File: config.mk
export PLATFORM = sky130hd
export DESIGN_NAME = map_view_ctrl
export DESIGN_NICKNAME = d
export VERILOG_FILES = /design/src/rtl/map_view_pkg.sv /design/src/rtl/map_view_ctrl_hold_repeat.sv /design/src/rtl/map_view_ctrl.sv
export SDC_FILE = /design/constraint.sdc
export NUM_CORES = 1
export LEC_CHECK = 0
export ABC_AREA = 1
export CAP_MARGIN = 20
export CORE_AREA = 2 2 121 212
export DETAILED_ROUTE_END_ITERATION = 8
export DIE_AREA = 0 0 123 214
export PLACE_DENSITY = 0.8
export SLEW_MARGIN = 25
export SYNTH_ARGS = -nofsm -noshare
export SYNTH_HDL_FRONTEND = slang
export SYNTH_SLANG_ARGS = --single-unit
File: constraint.sdc
create_clock -name pixel_clk_in -period 4.25 [get_ports pixel_clk_in]
set_input_delay 0.425 -clock pixel_clk_in [delete_from_list [all_inputs] [get_ports pixel_clk_in]]
set_output_delay 0.425 -clock pixel_clk_in [all_outputs]
set_load 0.02 [all_outputs]
File: src/rtl/map_view_pkg.sv
// Shared types, widths and reset defaults for the Mode-7 map view controller.
package map_view_pkg;

  typedef enum logic [1:0] {
    IDLE   = 2'd0,
    DIRTY  = 2'd1,
    COMMIT = 2'd2
  } view_state_t;

  localparam int ANGLE_MAX = 359;
  localparam int ANGLE_W   = 16;
  localparam int MAG_W     = 20;
  localparam int BALL_W    = 16;

  localparam int REPEAT_CYCLES_DEF = 100000;
  localparam int V_ACTIVE_DEF      = 720;
  localparam int ANGLE_INIT_DEF    = 0;
  localparam int FAR_INIT_DEF      = 17;
  localparam int NEAR_INIT_DEF     = 0;
  localparam int MAG_MAX_DEF       = 255;

  // One-degree step with wrap in both directions; up has priority if both set.
  function automatic logic [ANGLE_W-1:0] angle_step(
    input logic [ANGLE_W-1:0] a,
    input logic               up,
    input logic               dn
  );
    logic [ANGLE_W-1:0] r;
    r = a;
    if (up) begin
      r = (a == ANGLE_W'(ANGLE_MAX)) ? '0 : a + ANGLE_W'(1);
    end else if (dn) begin
      r = (a == '0) ? ANGLE_W'(ANGLE_MAX) : a - ANGLE_W'(1);
    end
    return r;
  endfunction

endpackage

File: src/rtl/map_view_ctrl_hold_repeat.sv
// Held-button auto-repeat: one step on press, then one step every REPEAT_CYCLES held cycles.
module hold_repeat #(
  parameter int REPEAT_CYCLES = 100000
) (
  input  logic i_clk,
  input  logic i_rst,
  input  logic i_up,
  input  logic i_down,
  output logic o_step_up,
  output logic o_step_down
);

  localparam int CNT_W = (REPEAT_CYCLES > 1) ? $clog2(REPEAT_CYCLES) : 1;
  localparam logic [CNT_W-1:0] TC = CNT_W'(REPEAT_CYCLES - 1);

  logic [CNT_W-1:0] r_cnt;
  logic             r_active;
  logic             w_held;
  logic             w_fire;

  assign w_held      = i_up ^ i_down;
  assign w_fire      = w_held && (!r_active || (r_cnt == TC));
  assign o_step_up   = w_fire && i_up;
  assign o_step_down = w_fire && i_down;

  // Reset leaves the channel "already counting" so a button held through
  // reset needs a full repeat period before it steps again.
  always_ff @(posedge i_clk) begin
    if (i_rst) begin
      r_cnt    <= '0;
      r_active <= 1'b1;
    end else if (!w_held) begin
      r_cnt    <= '0;
      r_active <= 1'b0;
    end else if (!r_active) begin
      r_cnt    <= '0;
      r_active <= 1'b1;
    end else if (r_cnt == TC) begin
      r_cnt <= '0;
    end else begin
      r_cnt <= r_cnt + CNT_W'(1);
    end
  end

endmodule

File: src/rtl/map_view_ctrl.sv
// View parameter controller: edits go to pending registers, committed once per frame at vblank.
// Optional status word enabled by defining MAP_VIEW_DEBUG_EN.
//
// state  | meaning
// IDLE   | pending == committed
// DIRTY  | pending holds edits, waiting for the vblank boundary
// COMMIT | one cycle: committed <= pending
module map_view_ctrl
  import map_view_pkg::*;
#(
  parameter int REPEAT_CYCLES = REPEAT_CYCLES_DEF,
  parameter int V_ACTIVE      = V_ACTIVE_DEF,
  parameter int ANGLE_INIT    = ANGLE_INIT_DEF,
  parameter int FAR_INIT      = FAR_INIT_DEF,
  parameter int NEAR_INIT     = NEAR_INIT_DEF,
  parameter int MAG_MAX       = MAG_MAX_DEF
) (
  input  logic                pixel_clk_in,
  input  logic                rst_in,
  input  logic [10:0]         hcount_in,
  input  logic [9:0]          vcount_in,
  input  logic [1:0]          rot_btn_in,
  input  logic [3:0]          change_in,
  input  logic                ball_valid_in,
  input  logic [BALL_W-1:0]   ballx_in,
  input  logic [BALL_W-1:0]   bally_in,
  output logic [ANGLE_W-1:0]  angle_out,
  output logic [MAG_W-1:0]    far_mag_out,
  output logic [MAG_W-1:0]    near_mag_out,
  output logic [BALL_W-1:0]   ballx_out,
  output logic [BALL_W-1:0]   bally_out,
  output logic                frame_update_out,
  output logic [31:0]         debug_out
);

  localparam logic [MAG_W-1:0]   MAG_LIM   = MAG_W'(MAG_MAX);
  localparam logic [MAG_W-1:0]   FAR_RST   = MAG_W'(FAR_INIT);
  localparam logic [MAG_W-1:0]   NEAR_RST  = MAG_W'(NEAR_INIT);
  localparam logic [ANGLE_W-1:0] ANGLE_RST = ANGLE_W'(ANGLE_INIT);

  view_state_t r_state, w_state_nxt;

  logic [ANGLE_W-1:0] r_pend_angle, r_com_angle, w_angle_nxt;
  logic [MAG_W-1:0]   r_pend_far, r_com_far, w_far_nxt;
  logic [MAG_W-1:0]   r_pend_near, r_com_near, w_near_nxt;
  logic [BALL_W-1:0]  r_pend_bx, r_pend_by, r_com_bx, r_com_by;
  logic               r_frame_update;
  logic               r_bnd_d;

  logic w_rot_up, w_rot_dn, w_far_up, w_far_dn, w_near_up, w_near_dn;
  logic w_bnd, w_bnd_edge, w_edit, w_commit;

  hold_repeat #(.REPEAT_CYCLES(REPEAT_CYCLES)) u_rot (
    .i_clk(pixel_clk_in), .i_rst(rst_in),
    .i_up(rot_btn_in[0]), .i_down(rot_btn_in[1]),
    .o_step_up(w_rot_up), .o_step_down(w_rot_dn)
  );

  hold_repeat #(.REPEAT_CYCLES(REPEAT_CYCLES)) u_far (
    .i_clk(pixel_clk_in), .i_rst(rst_in),
    .i_up(change_in[0]), .i_down(change_in[1]),
    .o_step_up(w_far_up), .o_step_down(w_far_dn)
  );

  hold_repeat #(.REPEAT_CYCLES(REPEAT_CYCLES)) u_near (
    .i_clk(pixel_clk_in), .i_rst(rst_in),
    .i_up(change_in[2]), .i_down(change_in[3]),
    .o_step_up(w_near_up), .o_step_down(w_near_dn)
  );

  assign w_bnd      = (vcount_in == 10'(V_ACTIVE)) && (hcount_in == '0);
  assign w_bnd_edge = w_bnd && !r_bnd_d;
  assign w_angle_nxt = angle_step(r_pend_angle, w_rot_up, w_rot_dn);

  // Far is resolved first; near is then checked against the updated far.
  always_comb begin
    w_far_nxt = r_pend_far;
    if (w_far_up && (r_pend_far < MAG_LIM)) begin
      w_far_nxt = r_pend_far + MAG_W'(1);
    end else if (w_far_dn && (r_pend_far > r_pend_near)) begin
      w_far_nxt = r_pend_far - MAG_W'(1);
    end
    w_near_nxt = r_pend_near;
    if (w_near_up && (r_pend_near < w_far_nxt)) begin
      w_near_nxt = r_pend_near + MAG_W'(1);
    end else if (w_near_dn && (r_pend_near != '0)) begin
      w_near_nxt = r_pend_near - MAG_W'(1);
    end
  end

  assign w_edit = w_rot_up | w_rot_dn | ball_valid_in |
                  (w_far_nxt != r_pend_far) | (w_near_nxt != r_pend_near);

  always_ff @(posedge pixel_clk_in) begin
    if (rst_in) begin
      r_state <= IDLE;
      r_bnd_d <= 1'b0;
    end else begin
      r_state <= w_state_nxt;
      r_bnd_d <= w_bnd;
    end
  end

  always_comb begin
    w_state_nxt = r_state;
    unique case (r_state)
      IDLE:    if (w_edit) w_state_nxt = DIRTY;
      DIRTY:   if (w_bnd_edge) w_state_nxt = COMMIT;
      COMMIT:  w_state_nxt = w_edit ? DIRTY : IDLE;
      default: w_state_nxt = IDLE;
    endcase
  end

  always_comb begin
    w_commit = (r_state == COMMIT);
  end

  always_ff @(posedge pixel_clk_in) begin
    if (rst_in) begin
      r_pend_angle <= ANGLE_RST;
      r_pend_far   <= FAR_RST;
      r_pend_near  <= NEAR_RST;
      r_pend_bx    <= '0;
      r_pend_by    <= '0;
    end else begin
      r_pend_angle <= w_angle_nxt;
      r_pend_far   <= w_far_nxt;
      r_pend_near  <= w_near_nxt;
      if (ball_valid_in) begin
        r_pend_bx <= ballx_in;
        r_pend_by <= bally_in;
      end
    end
  end

  // Committed copy samples pending before any same-cycle edit lands.
  always_ff @(posedge pixel_clk_in) begin
    if (rst_in) begin
      r_com_angle    <= ANGLE_RST;
      r_com_far      <= FAR_RST;
      r_com_near     <= NEAR_RST;
      r_com_bx       <= '0;
      r_com_by       <= '0;
      r_frame_update <= 1'b0;
    end else begin
      r_frame_update <= w_commit;
      if (w_commit) begin
        r_com_angle <= r_pend_angle;
        r_com_far   <= r_pend_far;
        r_com_near  <= r_pend_near;
        r_com_bx    <= r_pend_bx;
        r_com_by    <= r_pend_by;
      end
    end
  end

  assign angle_out        = r_com_angle;
  assign far_mag_out      = r_com_far;
  assign near_mag_out     = r_com_near;
  assign ballx_out        = r_com_bx;
  assign bally_out        = r_com_by;
  assign frame_update_out = r_frame_update;

`ifdef MAP_VIEW_DEBUG_EN
  assign debug_out = {r_state[1:0], 2'b0, r_pend_angle[8:0], 3'b0,
                      r_com_far[7:0], r_com_near[7:0]};
`else
  assign debug_out = 32'h0;
`endif

endmodule

==> summary.txt <==
Synth
  • Cells after synthesis: about 1,700
  • Synth top area cells: dfxtp_1 (39%), nor2_1 (9.6%), o21ai_0 (6.1%), nand2_1 (5.7%), ha_1 (4.9%)
  • Synth unique cells: 59
  • Count leader, synth: nor2_1
  • Yosys reg bits: around 230
  • Top-area cell type share of the netlist area: 38.5%
  • Post-synth EDFFs: 0
  • Sequential cell area fraction in the yosys report: 38.5%
  • Avg Cell Area, Syn: between 7 and 8 um^2
  • Top_reg_cell synth: dfxtp_1
  • Yosys warns: 0
  • Ys async rst share: 0%
  • Synth top cells by count: nor2_1 (310), dfxtp_1 (234), nand2_1 (183), inv_1 (157), o21ai_0 (149)
  • Yosys top cell by area: dfxtp_1
  • Synthesized area: 12,200 um^2

Route
  • Wire length on met3: 2.31 mm
  • Vias: about 12,000
  • Vias per inst: 5.46
  • Met2 Wirelength: ~18 mm
  • Top sig layer: met4
  • Post-route ant nets: 0
  • First DRT Iteration DRCs: 749
  • DR WL/cell: 16.5 um
  • Residual DRC count: 0
  • Total Wirelength: 35.3 mm
  • Wire length on met1: 12.8 mm
  • TritonRoute pass-1 iters: 5

Run
  • Max_cap viols: 0

Critical path
  • Worst setup SP type: flip-flop
  • Slowest stage delay, CP: 330 ps
  • Data required time at the worst endpoint: 4630 ps
  • Worst-path maximum fanout: 41
  • Crit-path cells: inv_1 > ha_1 > nand2_1 > nor2_1 > nand2_1 > nor2_2 > o21ai_0 > nand3_2 > nand2_4 > nor2_2 > nand3_1 > nor4_2 > xor2_1 > ha_1 > a21oi_1 > nor2_1 > a2111oi_2 > buf_4 > nand4_4 > buf_12 > nor2_1 > a211oi_2
  • Reg-to-Reg Start: r_pend_near[10]
  • R2R setup slack: 310 ps
  • CP Depth: 22
  • Crit. End Element: flip-flop
  • Crit path kind: flip-flop to flip-flop
  • Critical R2R Capture: r_pend_near[17]
  • Largest delay share family, worst path: simple AND/OR/NAND/NOR gates
  • CP max-delay cell: dfxtp_1
  • Reg2Reg Depth: 22
  • WP buf/inv: 3
  • Most frequent CP cell: nor2_1
  • Worst EP arrival: 4330 ps

CTS
  • CTS tree: done
  • CTS Buffer Depth: 3
  • CTS Buf Count: 23
  • Worst skew pair latency: 540 ps
  • Register clock-pin slew on the reported worst setup and hold paths: 70 ps
  • # hold bufs at CTS: 0
  • H-tree levels: 1
  • Clock Sink Count: 234
  • CTS root buf: clkbuf_16

Status
  • Status: completed

STA
  • Final Hold Viols: 0
  • Tmin final: 3940 ps
  • Layout Skew: approximately 21 ps
  • Crit share post-route: 92.8%
  • FMAX: 253 MHz
  • Slew @ Worst Pin: 928 ps
  • Fin. max-slew vios: 0
  • Max-slew headroom: 38.1%
  • Setup Viol. Count Final: 0

Finish
  • N_diodes: 0
  • Final core occ: 60.7%
  • Layout cells sized above 1: 9.04%
  • Design Area, Final: 14,900 um^2
  • Post-route insts no fill: 2,137
  • # nets final: 1,920
  • Area Growth Syn to Fin: 22.6%
  • Filler cells: 2,168

Global route
  • GRT overflow: 0
  • Total GRT Usage: 26.8%
  • Vias in the first global route: 11,700
  • Global-route wire length before repair: 56.9 mm
  • Initial antenna violation count: 0
  • Largest net degree at the start of global routing: 104

Die
  • Die height: 214 um
  • Die area: 26,300 um^2
  • Site Rows: 76
  • Placeable core area: about 25,000 um^2
  • Starting Density: 49.5%
  • Die width: between 100 and 150 um
  • I/O pin total: approximately 180

Placement
  • Placed cell count: 2,096
  • Dpl cell area: 14,000 um^2
  • Routability Congestion: 0.965
  • Hpwl dp: between 20 and 30 mm
  • # port buffers: 150

Power and ir drop
  • Leakage: 6.25 nW
  • Worst vdd ir: roughly 0.32 mV
  • Power per cell area: 429 nW/um^2

Worst hold path
  • Worst hold start: r_bnd_d
  • Worst hold path class: flip-flop to flip-flop
  • Hold Path End: r_state[1]
  • Hold Path Cell Cnt: 1
==> metal layers <==
metal  up-vias  track usage (%)
met2       453             47.9
met5         -                0
met4         0             16.4
met1      5371             27.7
met3       141             5.88
li1       5712                -
==> layout make-up <==
| type | instances | area (um^2) | share of cell area [%] |
|---|---|---|---|
| clock inverters | 12 | 225 | 1.51 |
| multi-input cells | 1183 | 6450 | 43.3 |
| flip-flops and latches | 234 | 4680 | 31.4 |
| clock buffers | 28 | 634 | 4.26 |
| well taps | 312 | 390 | 2.62 |
| inverters | 168 | 634 | 4.26 |
| repair buffers | 200 | 1880 | 12.6 |
==> kinds of logic after synthesis <==
family | count (synthesis) | synth area share, %
simple gates | 721 | 26.7
compound gates | 312 | 15.1
buf+inv | 267 | 9.64
flops | 234 | 38.5
xor+xnor | 70 | 5.04
fa+ha+maj | 48 | 4.94
other cells | 1 | 0.0309
==> worst register-to-register path: cells and delay by family, from the launching register on <==
| family | cells | cell delay, ps |
|---|---|---|
| buf+inv | 3 | 510 |
| xor+xnor | 1 | 240 |
| compound gates | 4 | 560 |
| fa+ha+maj | 2 | 600 |
| simple gates | 12 | 1560 |
| flops | 1 | 330 |
==> power by group <==
| part | switching, mW | leakage, nW | internal, mW | total [mW] |
|---|---|---|---|---|
| sequential | 0.0655 | 1.90 | 2.28 | 2.35 |
| clock | 0.900 | 0.411 | 1.43 | 2.33 |
| combinational | 1.09 | 3.94 | 0.632 | 1.72 |
| total | 2.06 | 6.25 | 4.34 | 6.40 |
==> registers in the layout, summed over array words and instances (netlist names), 17 cells and up <==
name / cells
u_rot.r_cnt: 17
far_mag_out: 20
r_pend_far: 20
u_far.r_cnt: 17
u_near.r_cnt: 17
r_pend_near: 20
near_mag_out: 20
==> repair_timing <==
action | in CTS | in global routing
setup buffers | 0 | 1
gates resized for setup | 0 | 7
setup endpoints to repair | 0 | 21
==> worst max path at each step <==
stage	slack [ps]	end	start
2_1_floorplan	150	r_pend_near[6]	r_pend_near[16]
3_3_place_gp	160	r_state[0]	change_in[0]
3_5_place_dp	110	r_state[0]	change_in[0]
4_1_cts	160	r_pend_near[17]	r_pend_near[10]
5_1_grt	-40	r_pend_near[6]	r_pend_near[10]
6_report	310	r_pend_near[17]	r_pend_near[10]
==> cell usage in the layout (no fill, tap or decap), types with 4 or more instances in the layout <==
cell and n:
clkinv_1 5, nand4_1 31, bufinv_16 6, ha_1 48, a31oi_1 6, nand2_2 5
o21ai_0 149, dfxtp_1 234, xnor2_1 6, nor3b_1 5, a211oi_2 16, clkdlybuf4s50_1 149
a21oi_1 91, nor2_1 309, conb_1 32, inv_2 6, o211ai_1 4, nand3b_1 5
clkbuf_16 23, nand2_1 183, nand3_2 5, nand3_1 59, nor4_1 20, xor2_1 64
and3_1 6, buf_4 49, inv_1 155, clkbuf_8 4, nor2_2 18, a211oi_1 17
nor3_1 56, a221oi_1 4
==> per-stage QoR <==
step / hold slack (ps) / setup WS (ps) / total power [mW] / TNS, ps
floorplan: 392 / 146 / 3.54 / 0
global placement: 395 / 155 / 4.03 / 0
detailed placement: 405 / 112 / 4.06 / 0
CTS: 427 / 158 / 6.39 / 0
global route: 454 / -36.3 / 6.69 / -177
finish: 431 / 305 / 6.40 / 0
Note: power is estimated with default switching activity, not from simulation.
